### src/rtl/disp_pf_pkg.sv
// Shared types for the KS-10 page-fail / interrupt dispatch arbiter.
// Holds the arbiter FSM states and the default microcode dispatch codes.
package disp_pf_pkg;

    typedef enum logic {
        ARMED = 1'b0,
        HOLD  = 1'b1
    } state_t;

    typedef enum logic [3:0] {
        dispNONE       = 4'd0,
        dispINTR       = 4'd1,
        dispNXM        = 4'd5,
        dispWRITEFAIL  = 4'd10,
        dispTIMPAGFAIL = 4'd11,
        dispINVALID    = 4'd12,
        dispMISMATCH   = 4'd13
    } disp_code_t;

endpackage

### src/rtl/disp_pf_arb_prio_enc.sv
// Lowest-index-wins priority encoder with any-request flag and population count.
// Pure combinational; used by disp_pf_arb to pick the dispatch winner.
module prio_enc #(
    parameter int N  = 8,
    parameter int IW = $clog2(N),
    parameter int PW = $clog2(N + 1)
) (
    input  logic [N-1:0]  i_req,
    output logic [IW-1:0] o_idx,
    output logic          o_any,
    output logic [PW-1:0] o_cnt
);

    always_comb begin
        // NOTE: outputs take a default before the loop so no latch can be inferred.
        o_idx = '0;
        o_cnt = '0;
        for (int i = N - 1; i >= 0; i--) begin
            if (i_req[i]) begin
                o_idx = IW'(i);
                o_cnt = o_cnt + PW'(1);
            end
        end
    end

    assign o_any = |i_req;

endmodule

### src/rtl/disp_pf_arb.sv
// Page-fail / interrupt dispatch arbiter: qualifies NSRC sources against the fetch and
// memory-cycle windows, dispatches the highest-priority one and holds its code until memCLR.
module disp_pf_arb
    import disp_pf_pkg::*;
#(
    parameter int              NSRC      = 8,
    parameter int              DW        = 4,
    parameter logic [NSRC-1:0] INTR_MASK = 8'b0000_0111,
    parameter logic [NSRC-1:0] EDGE_MASK = 8'b0000_0001,
    parameter int              CW        = 8
) (
    input  logic                    clk,
    input  logic                    rst,
    input  logic                    clken,
    input  logic                    fetchCYCLE,
    input  logic                    memCYCLE,
    input  logic                    memCLR,
    input  logic [NSRC-1:0]         srcREQ,
    input  logic [NSRC*DW-1:0]      srcCODE,
    output logic                    pageFAIL,
    output logic [DW-1:0]           dispPF,
    output logic [$clog2(NSRC)-1:0] dispSRC,
    output logic                    dispMULTI,
    output logic [CW-1:0]           lostCNT
);

    localparam int SW = $clog2(NSRC);
    localparam int PW = $clog2(NSRC + 1);
    localparam int AW = CW + PW + 1;

    state_t          r_state;
    state_t          w_state_nxt;
    logic [NSRC-1:0] r_pend;
    logic            r_intr_en;
    logic            r_pf_en;
    logic [DW-1:0]   r_disp_pf;
    logic [SW-1:0]   r_disp_src;
    logic            r_disp_multi;
    logic [CW-1:0]   r_lost_cnt;

    logic [NSRC-1:0] w_eff;
    logic [NSRC-1:0] w_win_en;
    logic [NSRC-1:0] w_q;
    logic [NSRC-1:0] w_pend_clr;
    logic [SW-1:0]   w_win;
    logic            w_any;
    logic [PW-1:0]   w_pop;
    logic [DW-1:0]   w_win_code;
    logic [AW-1:0]   w_lost_sum;
    logic [CW-1:0]   w_lost_nxt;
    logic            w_capture;
    logic            w_clear;

    // Edge sources are seen through their pending latch, level sources live.
    assign w_eff    = (EDGE_MASK & r_pend) | (~EDGE_MASK & srcREQ);
    assign w_win_en = ({NSRC{r_intr_en}} & INTR_MASK) | ({NSRC{r_pf_en}} & ~INTR_MASK);
    assign w_q      = (r_state == ARMED) ? (w_eff & w_win_en) : '0;

    prio_enc #(
        .N  (NSRC),
        .IW (SW),
        .PW (PW)
    ) u_prio_enc (
        .i_req (w_q),
        .o_idx (w_win),
        .o_any (w_any),
        .o_cnt (w_pop)
    );

    assign pageFAIL = w_any;

    always_comb begin
        w_win_code = '0;
        for (int i = 0; i < NSRC; i++) begin
            if (w_win == SW'(i)) begin
                w_win_code = srcCODE[i*DW +: DW];
            end
        end
    end

    // Only meaningful on capture, where at least one source is qualified.
    assign w_lost_sum = AW'(r_lost_cnt) + AW'(w_pop) - AW'(1);
    assign w_lost_nxt = (w_lost_sum > AW'({CW{1'b1}})) ? {CW{1'b1}} : w_lost_sum[CW-1:0];

    assign w_pend_clr = w_capture ? (NSRC'(1) << w_win) : '0;

    always_comb begin
        w_state_nxt = r_state;
        w_capture   = 1'b0;
        w_clear     = 1'b0;
        case (r_state)
            ARMED: begin
                if (w_any) begin
                    w_capture   = 1'b1;
                    w_state_nxt = HOLD;
                end else if (memCLR) begin
                    w_clear = 1'b1;
                end
            end
            HOLD: begin
                if (memCLR) begin
                    w_clear     = 1'b1;
                    w_state_nxt = ARMED;
                end
            end
            default: w_state_nxt = ARMED;
        endcase
    end

    always_ff @(posedge clk) begin
        // NOTE: sequential state uses non-blocking assignments so all registers update together.
        if (rst) begin
            r_state <= ARMED;
        end else if (clken) begin
            r_state <= w_state_nxt;
        end
    end

    always_ff @(posedge clk) begin
        if (rst) begin
            r_pend       <= '0;
            r_intr_en    <= 1'b0;
            r_pf_en      <= 1'b0;
            r_disp_pf    <= DW'(dispNONE);
            r_disp_src   <= '0;
            r_disp_multi <= 1'b0;
            r_lost_cnt   <= '0;
        end else if (clken) begin
            // A new pulse on the dispatched source survives the clear.
            r_pend    <= (r_pend & ~w_pend_clr) | (srcREQ & EDGE_MASK);
            r_intr_en <= fetchCYCLE;
            r_pf_en   <= memCYCLE & ~r_pf_en;
            if (w_capture) begin
                r_disp_pf    <= w_win_code;
                r_disp_src   <= w_win;
                r_disp_multi <= (w_pop > PW'(1));
                r_lost_cnt   <= w_lost_nxt;
            end else if (w_clear) begin
                r_disp_pf    <= DW'(dispNONE);
                r_disp_src   <= '0;
                r_disp_multi <= 1'b0;
            end
        end
    end

    assign dispPF    = r_disp_pf;
    assign dispSRC   = r_disp_src;
    assign dispMULTI = r_disp_multi;
    assign lostCNT   = r_lost_cnt;

endmodule

### config.mk
export PLATFORM = sky130hd
export DESIGN_NAME = disp_pf_arb
export DESIGN_NICKNAME = d
export VERILOG_FILES = /design/src/rtl/disp_pf_pkg.sv /design/src/rtl/disp_pf_arb_prio_enc.sv /design/src/rtl/disp_pf_arb.sv
export SDC_FILE = /design/constraint.sdc
export NUM_CORES = 1
export LEC_CHECK = 0
export CORE_MARGIN = 8
export CORE_UTILIZATION = 44
export CTS_BUF_LIST = sky130_fd_sc_hd__clkbuf_4 sky130_fd_sc_hd__clkbuf_8 sky130_fd_sc_hd__clkbuf_16
export DETAILED_ROUTE_END_ITERATION = 12
export PLACE_DENSITY = 0.78
export SKIP_CTS_REPAIR_TIMING = 1
export SYNTH_ARGS = -nofsm -noshare
export SYNTH_HDL_FRONTEND = slang
export SYNTH_SLANG_ARGS = --single-unit
### constraint.sdc
create_clock -name clk -period 6.26 [get_ports clk]
set_input_delay 1.252 -clock clk [delete_from_list [all_inputs] [get_ports clk]]
set_output_delay 1.252 -clock clk [all_outputs]
set_load 0.05 [all_outputs]
==> results of run 1 <==
synth_stat cells (2+ instances only):
master and instances:
a2111oi_0 2, a21o_1 2, a21oi_1 19, a221oi_1 12, a2bb2oi_1 2, a31oi_1 4, and2_1 3, and3_1 2
and4b_1 2, buf_2 4, buf_4 2, clkbuf_1 8, dfxtp_1 20, ha_1 22, inv_1 24, mux2_2 5
mux2i_1 12, nand2_1 28, nand3_1 8, nor2_1 11, nor2b_1 5, nor3_1 2, nor4_1 3, nor4b_1 2
o21a_1 6, o21ai_0 17, o21ai_1 2, o21bai_1 2, o221ai_1 4, o31a_1 3, xnor2_1 11, xor2_1 8
critical path: cells and delay by family:
| kind | cells | cell delay, ns |
|---|---|---|
| multiplexers | 3 | 0.86 |
| adder cells (fa/ha/maj) | 6 | 1.63 |
| buffers and inverters | 5 | 0.57 |
| AND/OR/NAND/NOR | 7 | 0.57 |
| AO/OA/AOI/OAI | 9 | 1.37 |
| XOR/XNOR | 3 | 0.46 |
area by class of cell:
| class | count | area share [%] |
|---|---|---|
| Clock buffer | 3 | 1.17 |
| Multi-Input combinational cell | 219 | 53.5 |
| Clock inverter | 1 | 0.851 |
| Inverter | 24 | 2.63 |
| Sequential cell | 20 | 11.4 |
| Tap cell | 67 | 2.38 |
| Timing Repair Buffer | 110 | 28.1 |
power breakdown:
part	internal (W)	total [W]	leakage, nW	switching, W
registers	0.000138	0.000146	0.164	0.00000795
clock network	0.0000854	0.000131	0.0357	0.0000461
logic	0.000193	0.000401	1.26	0.000207
per-stage QoR:
stage          hold slack, ns  instance area [µm²]  utilization (%)  std cells
2_1_floorplan           0.495                 2270                -        278
3_3_place_gp            0.473                 3180             66.5        431
3_5_place_dp            0.483                 3180             66.5        431
4_1_cts                 0.493                 3260             68.0        435
5_1_grt                 0.504                 3530             73.7        444
6_report                0.491                 3530             73.7        444
path summary, 6_finish.rpt:
kind	startpoint	cells after the start	to
setup reg to reg	r_pf_en	34	lostCNT[7]
setup / recovery	srcREQ[7]	33	lostCNT[7]
hold / removal	dispSRC[0]	2	dispSRC[0]
hold reg to reg	dispSRC[0]	2	dispSRC[0]
kinds of logic after synthesis:
logic type                 count (synthesis)  share of synthesized area [%]
muxes                                     17                           8.00
and+or+nand+nor                           74                           17.1
DFF                                       20                           18.2
xor gates and xnor gates                  22                           10.6
buffers and inverters                     39                           7.55
adders and majority gates                 23                           13.4
AOI/OAI and AO/OA                         83                           25.2
per-layer routing:
layer  up-vias  GRT usage (%)  part of all wire, %
li1       1209              -                    -
met5         -              0                    0
met2        90           29.0                   48
met3         8           5.39                  7.2
met1      1151           19.8                   44
met4         0           2.19                  1.0
state kept, by name (all words and copies together), names as in the netlist:
name and flops:
r_pend 1, dispPF 4, dispSRC 3, lostCNT 8, r_pf_en 1, r_state 1, r_intr_en 1, dispMULTI 1
==> metrics.yaml, run 1 <==
timing:
  maxSlewViolCount: 0
  rsz0062_at_grt: "yes"
  finalClockSkew_ns: 0.00344
  period_share_pct: 105
  tns_ns: -2.22
  min_period_ns: 6.56
  worst_pin_slew_ns: 1.01
  slew_headroom_pct: 32.1
  finalHoldViolations: 0
  setup_violations: 8
  fin_ws_ns: -0.303
  fmax_mhz: 152
setup_path:
  required_ns: 6.42
  crit_type: "in -> reg"
  critPathLaunchType: "primary input"
  crit_top_cell: "ha_1"
  arrival_ns: 6.72
  rrSetupSlack_ns: 0.14
  cpPeakStageDelay_ns: 0.40
  worstSetupEndpointType: "flip-flop"
  slowest_stage: "fa_2"
  cp_max_fo: 6
placement:
  globalplace.congestion: 0.845
  port-buffer-count: 62
  dp_hpwl_um: 5310
  dp_slack_ns: -0.882
synth:
  post_synth_instance_area_um2: 2200
  yosysTopAreaCell: "dfxtp_1"
  syn_nets: 347
  synth_edf_count: 0
  yosysUniqueCellTypes: 53
  async_flop_share_pct: 0
  synth-seq-area-share_pct: 18.2
  ys_seq_elements: 20
  ys.flop_type: "dfxtp_1"
  postSynthCellCount: 278
  yosysWarningCount: 0
  synth_area_per_cell_um2: 7.93
  synth_top_area_share_pct: 18.2
  synth_area_leaders: "dfxtp_1, ha_1, mux2i_1"
cells_and_area:
  syn2layout_area_growth_pct: 60.0
  multiInputGateArea_um2: 1890
  fillers: 328
  nNetsFinal: 447
  layout_commonest_cell: "clkdlybuf4s50_1"
  area.sequential_um2: 400
  layout-drive-gt1-share_pct: 27.6
  antenna_cells: 0
  final_cell_mix: "clkdlybuf4s50_1, buf_4, nand2_1"
power_and_ir_drop:
  power_w: 0.000678
  vdd.ir_drop.worst_v: 0.000159
  power_density_nw_per_um2: 192
  leakage_nw: 1.45
outcome:
  violations: "negative setup slack"
  outcome: "finished with violations"
floorplanning:
  die_height_um: 86.8
  row_count: 25
  initial_core_util_pct: 46.1
  pin_count: 63
  fp.dieArea_um2: 7530
  coreArea_um2: 4790
  die_x_um: 86.8
hold_path:
  hp-class: "reg -> reg"
job:
  maxCapViolations: 0
drt:
  drc: 0
  via_per_inst: 5.54
  drt-pass1-iter-count: 4
  wl_um: 7080
  final_antenna_net_count: 0
  num_vias: 2458
  routedWlPerCell_um: 16.0
  drt-initial-drc-count: 91
global_routing:
  grt_overflow: 0
  grt_usage_pct: 16.7
  grt_pass1_wl_um: 10400
  grt_antenna_before_repair: 0
  grt_pass1_vias: 2345
  grt_max_degree: 22
clock_network:
  cts-root-buf: "clkbuf_8"
  clkTransAtPathRegs_ns: 0.08
  clkSinkCount: 20
  cts.path.max_buffers: 2
  clk_latency_ns: 0.26
  cts_buffers: 3
  cts_tree: "yes"
  ctsHtreeMaxLevel: 1
No activity file was read; power rests on OpenSTA's default activity.
==> inputs of run 2 (changes only) <==
--- a/config.mk
+++ b/config.mk
@@ -5,6 +5,7 @@
 export SDC_FILE = /design/constraint.sdc
 export NUM_CORES = 1
 export LEC_CHECK = 0
+export CAP_MARGIN = 15
 export CORE_MARGIN = 8
 export CORE_UTILIZATION = 44
 export CTS_BUF_LIST = sky130_fd_sc_hd__clkbuf_4 sky130_fd_sc_hd__clkbuf_8 sky130_fd_sc_hd__clkbuf_16
==> results of run 2 <==
No change in the layout: final DEF, timing and power equal those of run 1.
